**src/rtl/id_ex_stage.sv**
```systemverilog
// id_ex_stage: ID/EX pipeline register feeding the execute-stage ALU.
// Holds one decoded instruction, can freeze, flush or bubble, forwards
// operands from EX/MEM and MEM/WB, and flags load-use hazards upstream.
//
// Valid semantics: id_valid marks a real instruction on the ID fields and
// is sampled on every rising edge that is not flushed, stalled or hazarded;
// ex_valid marks a real instruction in EX. There is no ready signal: stall
// (global freeze) and hazard_stall (load-use hold of PC and IF/ID) are the
// only back-pressure, and flush squashes whatever would enter EX.
module id_ex_stage (
  input  logic        CLK,
  input  logic        nRST,
  input  logic        id_valid,
  input  logic [4:0]  id_rs,
  input  logic [4:0]  id_rt,
  input  logic [31:0] id_rdat1,
  input  logic [31:0] id_rdat2,
  input  logic [31:0] id_imm,
  input  logic [4:0]  id_shamt,
  input  logic        id_alusrc,
  input  logic        id_shift,
  input  logic [3:0]  id_aluop,
  input  logic [4:0]  id_wsel,
  input  logic        id_regwen,
  input  logic        id_memread,
  input  logic        id_memwrite,
  input  logic        stall,
  input  logic        flush,
  input  logic        exmem_regwen,
  input  logic [4:0]  exmem_wsel,
  input  logic [31:0] exmem_result,
  input  logic        memwb_regwen,
  input  logic [4:0]  memwb_wsel,
  input  logic [31:0] memwb_wdat,
  output logic [31:0] alu_a,
  output logic [31:0] alu_b,
  output logic [3:0]  alu_op,
  output logic        ex_valid,
  output logic        ex_regwen,
  output logic        ex_memread,
  output logic        ex_memwrite,
  output logic [4:0]  ex_wsel,
  output logic [31:0] ex_store_data,
  output logic        hazard_stall
);

  logic        valid_q,    valid_d;
  logic [4:0]  rs_q,       rs_d;
  logic [4:0]  rt_q,       rt_d;
  logic [31:0] rdat1_q,    rdat1_d;
  logic [31:0] rdat2_q,    rdat2_d;
  logic [31:0] imm_q,      imm_d;
  logic [4:0]  shamt_q,    shamt_d;
  logic        alusrc_q,   alusrc_d;
  logic        shift_q,    shift_d;
  logic [3:0]  aluop_q,    aluop_d;
  logic [4:0]  wsel_q,     wsel_d;
  logic        regwen_q,   regwen_d;
  logic        memread_q,  memread_d;
  logic        memwrite_q, memwrite_d;

  logic        raw_hazard;
  logic [31:0] fwd_rs;
  logic [31:0] fwd_rt;

  // Load-use detection: a load in EX whose destination an ID source needs.
  always_comb begin
    raw_hazard = valid_q && memread_q && (wsel_q != 5'd0) && id_valid &&
                 ((wsel_q == id_rs) || (wsel_q == id_rt));
    // Flush discards the dependent anyway, so no hold is needed then.
    hazard_stall = raw_hazard && !flush;
  end

  // Next-state selection: flush > stall > load-use bubble > load from ID.
  always_comb begin
    valid_d    = valid_q;
    rs_d       = rs_q;
    rt_d       = rt_q;
    rdat1_d    = rdat1_q;
    rdat2_d    = rdat2_q;
    imm_d      = imm_q;
    shamt_d    = shamt_q;
    alusrc_d   = alusrc_q;
    shift_d    = shift_q;
    aluop_d    = aluop_q;
    wsel_d     = wsel_q;
    regwen_d   = regwen_q;
    memread_d  = memread_q;
    memwrite_d = memwrite_q;
    if (flush || (!stall && raw_hazard)) begin
      // Bubble: everything zeroed so it can never match a forward.
      valid_d    = 1'b0;
      rs_d       = 5'd0;
      rt_d       = 5'd0;
      rdat1_d    = 32'd0;
      rdat2_d    = 32'd0;
      imm_d      = 32'd0;
      shamt_d    = 5'd0;
      alusrc_d   = 1'b0;
      shift_d    = 1'b0;
      aluop_d    = 4'd0;
      wsel_d     = 5'd0;
      regwen_d   = 1'b0;
      memread_d  = 1'b0;
      memwrite_d = 1'b0;
    end else if (!stall) begin
      valid_d    = id_valid;
      rs_d       = id_rs;
      rt_d       = id_rt;
      rdat1_d    = id_rdat1;
      rdat2_d    = id_rdat2;
      imm_d      = id_imm;
      shamt_d    = id_shamt;
      alusrc_d   = id_alusrc;
      shift_d    = id_shift;
      aluop_d    = id_aluop;
      wsel_d     = id_wsel;
      regwen_d   = id_regwen;
      memread_d  = id_memread;
      memwrite_d = id_memwrite;
    end
  end

  // EX register; asynchronous reset clears every field.
  always_ff @(posedge CLK or negedge nRST) begin
    if (!nRST) begin
      valid_q    <= 1'b0;
      rs_q       <= 5'd0;
      rt_q       <= 5'd0;
      rdat1_q    <= 32'd0;
      rdat2_q    <= 32'd0;
      imm_q      <= 32'd0;
      shamt_q    <= 5'd0;
      alusrc_q   <= 1'b0;
      shift_q    <= 1'b0;
      aluop_q    <= 4'd0;
      wsel_q     <= 5'd0;
      regwen_q   <= 1'b0;
      memread_q  <= 1'b0;
      memwrite_q <= 1'b0;
    end else begin
      valid_q    <= valid_d;
      rs_q       <= rs_d;
      rt_q       <= rt_d;
      rdat1_q    <= rdat1_d;
      rdat2_q    <= rdat2_d;
      imm_q      <= imm_d;
      shamt_q    <= shamt_d;
      alusrc_q   <= alusrc_d;
      shift_q    <= shift_d;
      aluop_q    <= aluop_d;
      wsel_q     <= wsel_d;
      regwen_q   <= regwen_d;
      memread_q  <= memread_d;
      memwrite_q <= memwrite_d;
    end
  end

  // Forwarding per source: EX/MEM beats MEM/WB; register 0 never forwards.
  always_comb begin
    fwd_rs = rdat1_q;
    fwd_rt = rdat2_q;
    if (exmem_regwen && (exmem_wsel != 5'd0) && (exmem_wsel == rs_q)) begin
      fwd_rs = exmem_result;
    end else if (memwb_regwen && (memwb_wsel != 5'd0) && (memwb_wsel == rs_q)) begin
      fwd_rs = memwb_wdat;
    end
    if (exmem_regwen && (exmem_wsel != 5'd0) && (exmem_wsel == rt_q)) begin
      fwd_rt = exmem_result;
    end else if (memwb_regwen && (memwb_wsel != 5'd0) && (memwb_wsel == rt_q)) begin
      fwd_rt = memwb_wdat;
    end
  end

  // Operand muxing: shift form uses rt as A and shamt as B.
  always_comb begin
    alu_a = fwd_rs;
    alu_b = alusrc_q ? imm_q : fwd_rt;
    if (shift_q) begin
      alu_a = fwd_rt;
      alu_b = {27'd0, shamt_q};
    end
  end

  assign alu_op        = aluop_q;
  assign ex_valid      = valid_q;
  assign ex_regwen     = regwen_q;
  assign ex_memread    = memread_q;
  assign ex_memwrite   = memwrite_q;
  assign ex_wsel       = wsel_q;
  assign ex_store_data = fwd_rt;

endmodule

```
**config.mk**
```make
export PLATFORM = sky130hd
export DESIGN_NAME = id_ex_stage
export DESIGN_NICKNAME = d
export VERILOG_FILES = /design/src/rtl/id_ex_stage.sv
export SDC_FILE = /design/constraint.sdc
export NUM_CORES = 1
export LEC_CHECK = 0
export BUFFER_PORTS_ARGS = -buffer_cell sky130_fd_sc_hd__buf_2
export CORE_MARGIN = 5
export CORE_UTILIZATION = 53
export CTS_BUF_LIST = sky130_fd_sc_hd__clkbuf_16
export DETAILED_ROUTE_END_ITERATION = 7
export PLACE_DENSITY = 0.87
export SLEW_MARGIN = 20
export SYNTH_ARGS = -nofsm -noshare
export SYNTH_HDL_FRONTEND = slang
export SYNTH_SLANG_ARGS = --single-unit
```
**constraint.sdc**
```tcl
create_clock -name CLK -period 7.2 [get_ports CLK]
set_clock_uncertainty 0.2 [all_clocks]
set_input_delay 1.44 -clock CLK [delete_from_list [all_inputs] [get_ports CLK]]
set_output_delay 1.44 -clock CLK [all_outputs]
set_load 0.01 [all_outputs]
```
== Yosys cells after proc, flatten, opt, wreduce, memory -nomap -nowiden ==
Cells that the tools add are included.

* Muxes and demuxes: 35
* Equality and inequality tests: 7
* Reduce and logical (&&, ||, !) cells: 19

{| class="wikitable"
|+ Operators with widths
! cell !! count
|-
| $mux W32 || 13
|-
| $mux W5 || 8
|-
| $eq A5 B5 Y1 || 6
|-
| $reduce_bool A5 Y1 || 3
|-
| $logic_and A1 B1 Y1 || 12
|-
| $mux W1 || 12
|-
| $mux W4 || 2
|-
| $logic_not A1 Y1 || 2
|-
| $logic_or A1 B1 Y1 || 2
|-
| $ne A2 B1 Y1 const B || 1
|}

* Input bits: 206
* Logic and storage cells: 75
* Output and inout bits: 110
* Flip-flop bits (word level): 126

== Depth between registers and ports, before layout ==
Gate-level depths: netlist (run 1).

* Depth in word-level cells: 7
* Depth in mapped cells: 8
* Gate-level depth less buffers: 5

== Worst setup path after synthesis (run 1) ==
Ideal clock, no wire load.

* Kind: input port to output port
* Start point: input exmem_wsel[1]
* End point: output alu_b[6]
* Path slack: 2311 ps
* Stages on the path: 7
* Data arrival time: 3249 ps
* Cells stage by stage: or4_4 -> o211ai_4 -> or2_1 -> buf_4 -> buf_6 -> nor3_1 -> a2111oi_1

* Word-level cells in the longest chain between the ends: 6
* Elaborated cells on any way between the ends: 7
* Those cells by class: eq/ne (1); mux (3); reduce/logical (3)

{| class="wikitable"
|+ Ends and longest elaborated chain
! what !! RTL line !! source
|-
| from (decl) || 30 || <nowiki>input logic [4:0] exmem_wsel,</nowiki>
|-
| $reduce_bool A5 Y1 || 168 || <nowiki>if (exmem_regwen && (exmem_wsel != 5'd0) && (exmem_wsel == rt_q)) begin</nowiki>
|-
| $logic_and A1 B1 Y1 || 168 ||
|-
| $logic_and A1 B1 Y1 (*) || 168 ||
|-
| $mux W32 (*) || 168 ||
|-
| $mux W32 (*) || 178 || <nowiki>alu_b = alusrc_q ? imm_q : fwd_rt;</nowiki>
|-
| $mux W32 (*) || 179 || <nowiki>if (shift_q) begin</nowiki>
|-
| to (decl) || 36 || <nowiki>output logic [31:0] alu_b,</nowiki>
|}

Mark *: on every way between the ends. The rest lies on a longest branch, timed or not.

== Worst setup path in the final report (run 1) ==
* Start point: input exmem_wsel[1]
* End point: output alu_b[21]

Same word-level chain as after synthesis.

==> results.py, run 1 <==
metrics = {
    "status": {
        "status": "complete, no violations",
    },
    "critical_path": {
        "crit_path_end_kind": "primary output",
        "worstPathMaxFanout": 89,
        "arrival_ns": 4.13,
        "cp_cell_sequence": "buf_2 -> or4_4 -> o211ai_4 -> or2_4 -> nor3_1 -> a2111oi_2 -> buf_2",
        "worstSetupPathType": "input port to primary output",
        "start_kind": "input port",
        "cp_slowest_cell": "or2_4",
        "cp.required_ns": 5.56,
        "max_stage_delay_ns": 0.81,
        "cpMostUsedCell": "buf_2",
    },
    "cells_and_area": {
        "nets": 1244,
        "fin_util": 0.6914,
        "area_delta_synth_final_pct": 28.88,
        "final_cells": 1240,
        "fill_cells": 1125,
        "drive_gt1_frac": 0.3876,
        "final_cell_area_mm2": 0.009973,
    },
    "floorplan": {
        "die_y_um": 130.8,
        "die_area_mm2": 0.01712,
        "initial_core_util": 0.5365,
        "core_mm2": 0.01442,
        "io_pins": 316,
        "die_w_um": 130.8,
        "rows": 44,
    },
    "worst_hold_path": {
        "min_path_type": "flip-flop to flip-flop",
    },
    "sta": {
        "fin_ws_ns": 1.428,
        "finalSetupViolations": 0,
        "whs_ns": 0.3016,
        "setup_tns_ns": 0,
        "final.period_utilization": 0.8016,
        "rsz0062_at_grt": "false",
        "timing.final.max_slew_violations": 0,
        "relSlewSlack": 0.2396,
        "post-route-min-period_ns": 5.772,
        "hold_viol": 0,
        "clock.fmax_mhz": 173.3,
        "tightest_slew_ns": 1.138,
    },
    "logic_synthesis": {
        "synth_top_family_by_area": "compound AO/OA/AOI/OAI gates",
        "synth_commonest_cells": "a22o_1, dfrtp_1, a21oi_1",
        "synth_edf_count": 0,
        "ys.flop_type": "dfrtp_1",
        "syn_area_per_cell_um2": 10.06,
        "synth_compound_area_frac": 0.3696,
        "synthMuxAreaShare": 0.03428,
        "ys_ff_latch": 126,
        "synth-simple-area-share": 0.08892,
        "synth_area_leaders": "dfrtp_1, a22o_1, a21oi_1",
        "synth_most_common_cell": "a22o_1",
        "synth_nets": 975,
        "synthCells": 769,
        "synthXorXnorAreaFrac": 0.03395,
        "synth_cell_types": 46,
        "yosysTopAreaCellShare": 0.4074,
        "yosysWarnings": 0,
        "ys_async_sr_fraction": 1.000,
        "yosys.area.top_type": "dfrtp_1",
        "synth-adder-area-share": 0,
        "yosysSeqAreaShare": 0.4074,
        "syn-cell-area_mm2": 0.007739,
    },
    "placement": {
        "hpwl_um": 20430,
        "place_area_mm2": 0.009361,
        "routabilityCongestion": 0.9222,
        "place_ws_ns": 1.489,
        "place_inst": 1203,
        "portBuffers": 315,
    },
    "detailed_routing": {
        "totalWireLength_um": 29290,
        "detail-route-antenna-nets": 0,
        "vias": 8063,
        "dr.first_iter.drc_count": 882,
        "drc_errors": 0,
        "dr.pass1.iters": 5,
        "wl_per_cell_um": 23.62,
        "via_per_inst": 6.502,
    },
    "global_routing": {
        "grt_pass1_wl_um": 43180,
        "grt_max_degree": 90,
        "grt_util_all_layers": 0.3300,
        "grt_pass1_vias": 7819,
        "antenna_found_initial": 14,
        "grt_overflow": 0,
    },
    "power": {
        "pwr_density_cell_mw_per_mm2": 211.3,
        "p_total_mw": 2.107,
        "leakage_nw": 5.094,
        "ir_worst_vdd_uv": 156.6,
    },
    "clock_network": {
        "cts-resized-gates": 0,
        "cts_tree": "done",
        "clk_pin_slew_ns": 0.06,
        "hold_buffers": 0,
        "cts_buffers": 17,
        "cts_buffer_depth": 2,
        "clkSinkCount": 126,
        "clock_latency_ns": 0.42,
        "clock-root-buffer": "clkbuf_16",
        "cts_setup_buffers": 0,
        "htreeDepth": 4,
    },
    "job": {
        "max-cap-violations": 0,
    },
}
==> kinds of logic (layout without fill, tap and decap cells) <==
kind of cell / Yosys count / count (layout)
xor gates and xnor gates: 30 / 30
and+or+nand+nor: 130 / 130
AOI/OAI and AO/OA: 338 / 338
other: 0 / 6
buffers and inverters: 119 / 400
DFF: 126 / 126
muxes: 26 / 26
==> layer usage <==
metal / global-route usage / routed length [µm] / vias up
met3: 0.1089 / 3268 / 95
met1: 0.4346 / 11350 / 3917
li1: - / - / 3540
met4: 0.1506 / 1124 / 16
met5: 0 / 99 / -
met2: 0.4950 / 13440 / 495
==> sequential cells by signal (all words and copies together), names as in the netlist, 4 cells and up <==
signal / flops
rs_q: 5
ex_wsel: 5
shamt_q: 5
rt_q: 5
imm_q: 32
rdat2_q: 32
rdat1_q: 32
alu_op: 4
==> worst paths after layout <==
| path | to | slack, ns | from | cells after the start |
|---|---|---|---|---|
| worst min register to register | alu_op[1] | 0.30 | alu_op[1] | 1 |
| worst min-delay path | alu_op[1] | 0.30 | alu_op[1] | 1 |
| worst max register to register | rdat1_q[12] | 4.37 | ex_wsel[0] | 7 |
| worst max-delay path | alu_b[21] | 1.43 | exmem_wsel[1] | 7 |
| max in group asynchronous | shift_q | 4.96 | nRST | 2 |
| min in group asynchronous | rdat1_q[4] | 0.73 | nRST | 1 |
==> final cells by class <==
cell class	count	area [µm²]	area share
multi-input cells	524	4126	0.4137
flip-flops and latches	126	3156	0.3164
repair buffers	330	1707	0.1711
clock buffers	17	425.4	0.04265
well taps	184	230.2	0.02308
clock inverters	14	167.7	0.01681
inverters	39	146.4	0.01468
diodes	6	15.01	0.001505
==> critical path, delay by kind of cell <==
family,cells,cell delay (ns)
AO/OA/AOI/OAI,2,0.77
buffers and inverters,2,0.33
AND/OR/NAND/NOR,3,1.51
==> power by group <==
part           internal (mW)  switching (mW)  leakage, nW  total [mW]
logic                  0.195           0.265         3.14       0.460
clock network          0.542           0.325        0.279       0.868
registers              0.748          0.0307         1.67       0.779
==> cell usage in the layout, fill, tap and decap left out, types with 5 or more instances in the layout <==
| cell | Yosys | routed |
|---|---|---|
| nor2b_1 | 31 | 30 |
| dfrtp_1 | 126 | 124 |
| a22o_1 | 133 | 133 |
| nor2_1 | 30 | 28 |
| a31oi_1 | 7 | 7 |
| a21oi_1 | 68 | 68 |
| buf_4 | 8 | 13 |
| a211o_1 | 7 | 7 |
| nand4_1 | 8 | 8 |
| mux2i_1 | 25 | 25 |
| a221oi_1 | 15 | 15 |
| a211oi_1 | 25 | 25 |
| diode_2 | 0 | 6 |
| a311o_1 | 5 | 5 |
| o31a_1 | 25 | 25 |
| a2111oi_2 | 21 | 21 |
| nand3_1 | 6 | 5 |
| inv_1 | 39 | 39 |
| o31ai_1 | 7 | 7 |
| xnor2_1 | 28 | 28 |
| nor3_1 | 34 | 33 |
| buf_2 | 11 | 314 |
| nor4_1 | 7 | 7 |
| clkbuf_16 | 0 | 17 |
| nand2_1 | 5 | 5 |
| a221oi_2 | 10 | 10 |
(Power assumes the default switching activity.)
==> run 2: changes to the inputs <==
--- a/config.mk
+++ b/config.mk
@@ -7,10 +7,10 @@
 export LEC_CHECK = 0
 export BUFFER_PORTS_ARGS = -buffer_cell sky130_fd_sc_hd__buf_2
 export CORE_MARGIN = 5
-export CORE_UTILIZATION = 53
+export CORE_UTILIZATION = 45
 export CTS_BUF_LIST = sky130_fd_sc_hd__clkbuf_16
 export DETAILED_ROUTE_END_ITERATION = 7
-export PLACE_DENSITY = 0.87
+export PLACE_DENSITY = 0.78
 export SLEW_MARGIN = 20
 export SYNTH_ARGS = -nofsm -noshare
 export SYNTH_HDL_FRONTEND = slang
==> constraint.sdc (replaced) <==
create_clock -name CLK -period 5.05 [get_ports CLK]
set_clock_uncertainty 0.2 [all_clocks]
set_input_delay 1.01 -clock CLK [delete_from_list [all_inputs] [get_ports CLK]]
set_output_delay 1.01 -clock CLK [all_outputs]
set_load 0.01 [all_outputs]
==> results.py, run 2 (same netlist as run 1, synthesis figures left out) <==
metrics = {
    "clock_network": {
        "clock_latency_ns": 0.43,
        "clk_pin_slew_ns": 0.07,
        "cts_setup_buffers": 0,
        "clock-root-buffer": "clkbuf_16",
        "clkSinkCount": 126,
        "cts_buffers": 17,
        "htreeDepth": 4,
        "cts-resized-gates": 0,
        "cts_tree": "done",
        "cts_buffer_depth": 2,
        "hold_buffers": 0,
    },
    "job": {
        "max-cap-violations": 0,
    },
    "critical_path": {
        "worstPathMaxFanout": 18,
        "crit_path_end_kind": "primary output",
        "worstSetupPathType": "input port to primary output",
        "start_kind": "input port",
        "arrival_ns": 3.37,
        "r2r_cells": 6,
        "cp.required_ns": 3.84,
    },
    "detailed_routing": {
        "dr.pass1.iters": 5,
        "detail-route-antenna-nets": 0,
        "drc_errors": 0,
        "vias": 7956,
        "wl_per_cell_um": 23.61,
        "dr.first_iter.drc_count": 736,
        "via_per_inst": 6.144,
        "totalWireLength_um": 30580,
    },
    "floorplan": {
        "die_area_mm2": 0.01992,
        "core_mm2": 0.01706,
        "die_y_um": 141.1,
        "die_w_um": 141.1,
        "initial_core_util": 0.4537,
        "io_pins": 316,
        "rows": 48,
    },
    "placement": {
        "portBuffers": 315,
        "place_ws_ns": 0.5020,
        "hpwl_um": 21770,
        "routabilityCongestion": 0.9645,
    },
    "sta": {
        "setup_tns_ns": 0,
        "timing.final.max_slew_violations": 0,
        "hold_viol": 0,
        "post-route-min-period_ns": 4.583,
        "rsz0062_at_grt": "false",
        "tightest_slew_ns": 1.125,
        "relSlewSlack": 0.2496,
        "finalSetupViolations": 0,
        "fin_ws_ns": 0.4675,
        "clock.fmax_mhz": 218.2,
        "final.period_utilization": 0.9074,
    },
    "cells_and_area": {
        "final_common_cell": "buf_2",
        "drive_gt1_frac": 0.3972,
        "reg_top3": "imm_q x32, rdat1_q x32, rdat2_q x32",
        "area_delta_synth_final_pct": 30.93,
        "nets": 1253,
        "final_cell_mix": "buf_2, a22o_1, dfrtp_1",
        "fill_cells": 1520,
    },
    "global_routing": {
        "grt_pass1_wl_um": 46360,
        "grt_pass1_vias": 8084,
        "grt_util_all_layers": 0.3011,
        "antenna_found_initial": 16,
        "grt_overflow": 0,
        "grt_max_degree": 105,
    },
    "status": {
        "status": "complete, no violations",
    },
    "power": {
        "pwr_density_cell_mw_per_mm2": 294.4,
        "leakage_nw": 5.148,
        "ir_worst_vdd_uv": 249.9,
    },
    "worst_hold_path": {
        "min_path_cells": 1,
        "min_path_type": "flip-flop to flip-flop",
    },
}
run 2: cell count changes in the layout (fill, tap and decap cells not counted), sizes merged:
cell      before  now
bufinv         3    0
clkinvlp       3    2
buf          330  339
clkinv         5    3
inv           42   49
diode          6   10
run 2: routing by layer:
layer / vias up / routed length (µm) / track usage
li1: 3563 / - / -
met1: 3849 / 12420 / 0.3942
met2: 422 / 13660 / 0.4459
met3: 110 / 2989 / 0.09939
met4: 12 / 1452 / 0.1515
met5: - / 67 / 0
run 2: worst max-delay path, cell delays in order:
cell	delay (ns)
buf_2	0.14
xnor2_1	0.15
nand4_1	0.26
o21ai_2	0.95
buf_4	0.32
a211oi_1	0.06
a221oi_1	0.28
buf_2	0.20
run 2: report_power, final:
group / internal (mW) / switching, mW
clock network: 0.653 / 0.548
logic: 0.285 / 0.380
registers: 1.07 / 0.0502
run 2: worst paths after layout:
| check | from | to | slack [ns] |
|---|---|---|---|
| max in group asynchronous | nRST | rdat1_q[24] | 3.20 |
| max | exmem_wsel[0] | alu_a[5] | 0.47 |
| min | alu_op[3] | alu_op[3] | 0.31 |
| min reg2reg | alu_op[3] | alu_op[3] | 0.31 |
| max reg2reg | ex_wsel[3] | rdat2_q[12] | 2.85 |
| min in group asynchronous | nRST | alu_op[2] | 0.45 |
run 2: area by class of cell:
cell class / count / area (µm²) / share of cell area
antenna: 10 / 25.02 / 0.002470
clock buffer: 17 / 425.4 / 0.04199
tap: 225 / 281.5 / 0.02778
sequential: 126 / 3156 / 0.3114
timing repair buffer: 339 / 1813 / 0.1789
multi-input combinational: 524 / 4143 / 0.4089
clock inverter: 15 / 142.6 / 0.01408
inverter: 39 / 146.4 / 0.01445
run 2: through the flow:
step / util / instances / power [mW] / hold WS, ns / area [µm²]
2_1_floorplan: - / 769 / 1.473 / 0.2652 / 7739
3_3_place_gp: 0.5593 / 1253 / 1.785 / 0.2842 / 9539
3_5_place_dp: 0.5593 / 1253 / 1.792 / 0.2853 / 9539
4_1_cts: 0.5926 / 1285 / 2.993 / 0.3060 / 10110
5_1_grt: 0.5940 / 1295 / 3.098 / 0.3147 / 10130
6_report: 0.5940 / 1295 / 2.983 / 0.3054 / 10130
